==> src/rtl/fetch_stage_pkg.sv <==
// Shared CPU definitions: opcode encodings, the NOP instruction word and
// small PC helpers used by fetch, control and immediate generation.
package fetch_stage_pkg;

  localparam int unsigned XLEN   = 32;
  localparam int unsigned OP_W   = 4;

  // Opcode lives in the top nibble of the instruction word.
  localparam logic [OP_W-1:0] OP_NOP     = 4'b0000;
  localparam logic [OP_W-1:0] OP_JUMP    = 4'b0001;
  localparam logic [OP_W-1:0] OP_BRZ     = 4'b0010;
  localparam logic [OP_W-1:0] OP_BRN     = 4'b0011;
  localparam logic [OP_W-1:0] OP_JUMPMEM = 4'b0100;
  localparam logic [OP_W-1:0] OP_LOAD    = 4'b0101;
  localparam logic [OP_W-1:0] OP_STORE   = 4'b0110;
  localparam logic [OP_W-1:0] OP_ALU     = 4'b0111;

  // All-zero word decodes as opcode 0000, i.e. a NOP.
  localparam logic [XLEN-1:0] NOP_INSTR  = 32'h0000_0000;

  localparam logic [XLEN-1:0] COUNT_MAX  = 32'hFFFF_FFFF;

  // Word-addressed PC increment, modulo 2^32.
  function automatic logic [XLEN-1:0] pc_inc(input logic [XLEN-1:0] pc);
    return pc + 32'd1;
  endfunction

  // Saturating increment for event counters.
  function automatic logic [XLEN-1:0] sat_inc(input logic [XLEN-1:0] cnt);
    return (cnt == COUNT_MAX) ? cnt : cnt + 32'd1;
  endfunction

endpackage

==> src/rtl/fetch_stage.sv <==
// Instruction-fetch stage: owns the PC, drives a 1-cycle-latency
// synchronous instruction memory and presents one registered,
// flushable {pc, pc+1, instr, valid} bundle to decode.
//
// Handshake: decode accepts the bundle on every edge where stall=0;
// while stall=1 the whole stage holds and the memory re-reads the
// in-flight address so the returned word is still correct on release.
// A redirect squashes the in-flight fetch (one bubble) and restarts at
// the target; it takes priority over stall, and reset over both.
module fetch_stage
  import fetch_stage_pkg::*;
#(
  parameter int unsigned ADDR_W      = 8,
  parameter logic [31:0] RESET_PC    = 32'd0,
  parameter logic [31:0] NOP_INSTR   = fetch_stage_pkg::NOP_INSTR,
  parameter logic [31:0] COUNT_RESET = 32'd0
) (
  input  logic              clk,
  input  logic              reset,
  input  logic              stall,
  input  logic              redirect_valid,
  input  logic [31:0]       redirect_target,
  output logic [ADDR_W-1:0] imem_addr,
  input  logic [31:0]       imem_rdata,
  output logic [31:0]       if_pc,
  output logic [31:0]       if_pc_plus1,
  output logic [31:0]       if_instr,
  output logic              if_valid,
  output logic [31:0]       fetch_count
);

  logic [31:0] fetch_pc_q;   // next sequential address to request
  logic [31:0] req_pc_q;     // address the memory sampled on the last edge
  logic        req_valid_q;  // req_pc_q is a live request

  // Address presented to memory: redirect target, in-flight re-read on stall, or next sequential.
  always_comb begin
    imem_addr = fetch_pc_q[ADDR_W-1:0];
    if (redirect_valid) begin
      imem_addr = redirect_target[ADDR_W-1:0];
    end else if (stall) begin
      imem_addr = req_pc_q[ADDR_W-1:0];
    end
  end

  // Stage register bank: reset > redirect > stall > advance.
  always_ff @(posedge clk) begin
    if (reset) begin
      fetch_pc_q  <= RESET_PC;
      req_pc_q    <= RESET_PC;
      req_valid_q <= 1'b0;
      if_valid    <= 1'b0;
      if_instr    <= NOP_INSTR;
      if_pc       <= 32'd0;
      if_pc_plus1 <= 32'd0;
      fetch_count <= COUNT_RESET;
    end else if (redirect_valid) begin
      // Squash the in-flight word; the target is being read this edge.
      req_pc_q    <= redirect_target;
      req_valid_q <= 1'b1;
      fetch_pc_q  <= pc_inc(redirect_target);
      if_valid    <= 1'b0;
      if_instr    <= NOP_INSTR;
    end else if (!stall) begin
      if (req_valid_q) begin
        if_pc       <= req_pc_q;
        if_pc_plus1 <= pc_inc(req_pc_q);
        if_instr    <= imem_rdata;
        if_valid    <= 1'b1;
        fetch_count <= sat_inc(fetch_count);
      end else begin
        if_valid    <= 1'b0;
        if_instr    <= NOP_INSTR;
      end
      req_pc_q    <= fetch_pc_q;
      req_valid_q <= 1'b1;
      fetch_pc_q  <= pc_inc(fetch_pc_q);
    end
  end

endmodule

==> config.mk <==
export PLATFORM = sky130hd
export DESIGN_NAME = fetch_stage
export DESIGN_NICKNAME = d
export VERILOG_FILES = /design/src/rtl/fetch_stage_pkg.sv /design/src/rtl/fetch_stage.sv
export SDC_FILE = /design/constraint.sdc
export NUM_CORES = 1
export LEC_CHECK = 0
export CORE_MARGIN = 3
export CORE_UTILIZATION = 30
export DETAILED_ROUTE_END_ITERATION = 16
export PLACE_DENSITY = 0.58
export REMOVE_ABC_BUFFERS = 1
export SETUP_SLACK_MARGIN = 0.1
export SLEW_MARGIN = 20
export SYNTH_ARGS = -nofsm -noshare
export SYNTH_HDL_FRONTEND = slang
export SYNTH_SLANG_ARGS = --single-unit
==> constraint.sdc <==
create_clock -name clk -period 4.1 [get_ports clk]
set_input_delay 0.82 -clock clk [delete_from_list [all_inputs] [get_ports clk]]
set_output_delay 0.82 -clock clk [all_outputs]
set_load 0.02 [all_outputs]
==> key figures <==
Synth
  • Unique cell type count in the Yosys netlist: 60
  • Post-Syn Area: 9424 um^2
  • YS warnings: 0
  • Post-Synth Adder-Cell Area: 0.003983
  • Syn avg cell area: between 8 and 9 um^2
  • Synth Area in Compound Gates: 0.1496
  • Top cells by area, synth: dfxtp_1, nor2_1, nand2_1
  • Ys flop type: dfxtp_1
  • Post-synth top area share: 0.4121
  • Largest family of logic cells by synthesized area: simple AND/OR/NAND/NOR gates
  • Mux contribution to synthesized area: 0.03864
  • Post-synth EDFFs: 0
  • Cell count after synthesis: 1141
  • Simple-gate share of the synthesized area: 0.2643
  • Flops & latches, synth: 194
  • Synth async-reset ratio: 0
  • Area leader, netlist: dfxtp_1
  • Post-synthesis xor/xnor area fraction: 0.09387
  • Sequential area share after synthesis: 0.4121

Clocking
  • Clock buffer depth: 2
  • Worst skew pair latency: 0.44 ns
  • Num Clock Sinks: 194
  • Post-CTS Setup Inserts: 0
  • H-tree depth: 4
  • CTS root buf: clkbuf_16
  • Clock-pin slew on the worst setup and hold paths: 0.07 ns
  • # hold bufs at CTS: 0
  • Post_cts resized: 0
  • Number of buffers created by CTS: 17
  • CTS tree: yes

Floorplan
  • Core area: 30750 um^2
  • Starting density of the core: 0.3065
  • Cell Rows: 64
  • Die Y: 183.2 um
  • I/O pin count: 205
  • DIE WIDTH: 183.2 um
  • Die area: 33580 um^2

Worst setup path
  • CP Capture Type: output pin
  • Crit Path Category: in -> out
  • Max FO, Critical Path: 46
  • Crit path required time: 3.28 ns
  • Crit start category: primary input
  • CP arrival: 2.40 ns

Routing
  • # DRC: 0
  • Via count: 8593
  • First DRT Iteration DRCs: 539
  • Pre-Repair DR Iteration Count: 5
  • Final wirelength: around 28000 um
  • Via-per-instance ratio: 5.025
  • Routed len/inst: 16.40 um
  • Detail Route Antenna Nets: 0

Placed design
  • Post-DP HPWL: around 20000 um
  • Port Buffer Count: between 200 and 250
  • Gpl congestion: between 0.8 and 0.9
  • Setup slack at placement: 0.7010 ns
  • Placed cells: ~1700

GRT
  • Vias in the first global route: 8237
  • Largest net degree at the start of global routing: 96
  • Global-route wire length before repair: 44740 um
  • Initial antenna violation count: 1
  • Tot GR Track Use: 0.1643
  • Total gr overflow: 0

Timing
  • Final period util: 0.7849
  • Max Slew Vio Count: 0
  • Final Hold Fails: 0
  • Peak Freq: 310.8 MHz
  • Slew headroom: 0.4697
  • Slew @ Worst Pin: slightly below 0.8 ns
  • # setup viols final: 0
  • Min Clock Period, post-route: 3.218 ns
  • Setup TNS: 0 ns
  • Setup repair after global routing missed its margin: no
  • Clock Skews: 0.01716 ns
  • Final WS setup: approximately 0.9 ns

Pwr
  • Pwr dens: 341.3 nW/um^2
  • Leakage: 4.209 nW
  • Peak supply drop: 251.0 uV

Finish
  • Most frequent cells in the layout: clkdlybuf4s50_1, dfxtp_1, nor2_1, nand2_1, a21oi_1
  • Layout cells sized above 1: 0.05784
  • Area grow syn2layout: 31.12%
  • Fillers: approximately 3200
  • Nets@finish: 1372
  • N_diodes: 0
  • Most common cell after layout, fill and taps aside: clkdlybuf4s50_1
  • Finished Layout Cells: 1710

Outcome
  • Outcome: completed

Hold path
  • Hold crit path type: reg -> reg

Job
  • Max Cap Viol: 0
-- state kept, by name, summed over array words and instances, names as in the netlist --
| register | flops |
|---|---|
| fetch_count | 32 |
| if_valid | 1 |
| if_pc_plus1 | 32 |
| fetch_pc_q | 32 |
| if_instr | 32 |
| if_pc | 32 |
| req_pc_q | 32 |
| req_valid_q | 1 |
-- kinds of logic after synthesis --
| group | after synthesis |
|---|---|
| xor+xnor | 101 |
| buf+inv | 85 |
| mux | 36 |
| simple gates | 504 |
| compound gates | 218 |
| flops | 194 |
| fa+ha+maj | 3 |
-- synth_stat cells (all sizes together) (10+ instances only) --
master,n
o21ai,24
a21oi,74
nor3,22
dfxtp,194
nor2,167
and4,10
clkbuf,57
xor2,54
mux2i,33
and3,15
xnor2,47
nand4,34
buf,20
nand2,128
nand3,56
nor2b,14
nand3b,11
a211oi,49
a22oi,41
-- where the power goes --
| group | switching, mW | internal, mW | total, mW | leakage (nW) |
|---|---|---|---|---|
| Clock | 0.839 | 0.829 | 1.67 | 0.288 |
| Sequential | 0.0829 | 1.95 | 2.04 | 1.58 |
| Combinational | 0.276 | 0.236 | 0.513 | 2.34 |
-- cell type report --
cell class | instances | area [um^2] | area share
Multi-Input combinational cell | 862 | 5192 | 0.4202
Sequential cell | 194 | 3884 | 0.3143
Clock inverter | 14 | 138.9 | 0.01124
Timing Repair Buffer | 218 | 2177 | 0.1762
Inverter | 8 | 30.03 | 0.002430
Clock buffer | 18 | 439.2 | 0.03554
Tap cell | 396 | 495.5 | 0.04010
-- worst paths after layout --
check | startpoint | end | slack, ns | cells after the start
worst max-delay path | stall | imem_addr[7] | 0.88 | 4
worst min-delay path | if_pc[0] | if_pc[0] | 0.46 | 2
worst max register to register | fetch_pc_q[1] | fetch_pc_q[20] | 1.52 | 9
worst min register to register | if_pc[0] | if_pc[0] | 0.46 | 2
-- worst max-delay path, stage by stage --
cell and delay (ns):
buf_4 0.44, mux2i_1 0.14, o21ai_0 0.28, clkdlybuf4s50_1 0.67
-- metrics by stage --
| stage | hold WS (ns) | total power, mW | instance area, um^2 | util |
|---|---|---|---|---|
| finish | 0.4563 | 4.217 | 12360 | 0.4019 |
| floorplan | 0.4251 | 2.302 | 9101 | - |
| global route | 0.4791 | 4.406 | 12360 | 0.4019 |
| detailed placement | 0.4479 | 2.594 | 11780 | 0.3831 |
| CTS | 0.4591 | 4.278 | 12360 | 0.4019 |
| global placement | 0.4398 | 2.591 | 11780 | 0.3831 |
-- routing by layer --
layer | wire length, um | track usage | vias up
li1 | - | - | 4354
met1 | 13080 | 0.2196 | 3968
met2 | 12540 | 0.2629 | 246
met3 | 2043 | 0.04720 | 23
met4 | 366 | 0.04052 | 2
met5 | 13 | 0 | -
Note: power is estimated with default switching activity, not from simulation.
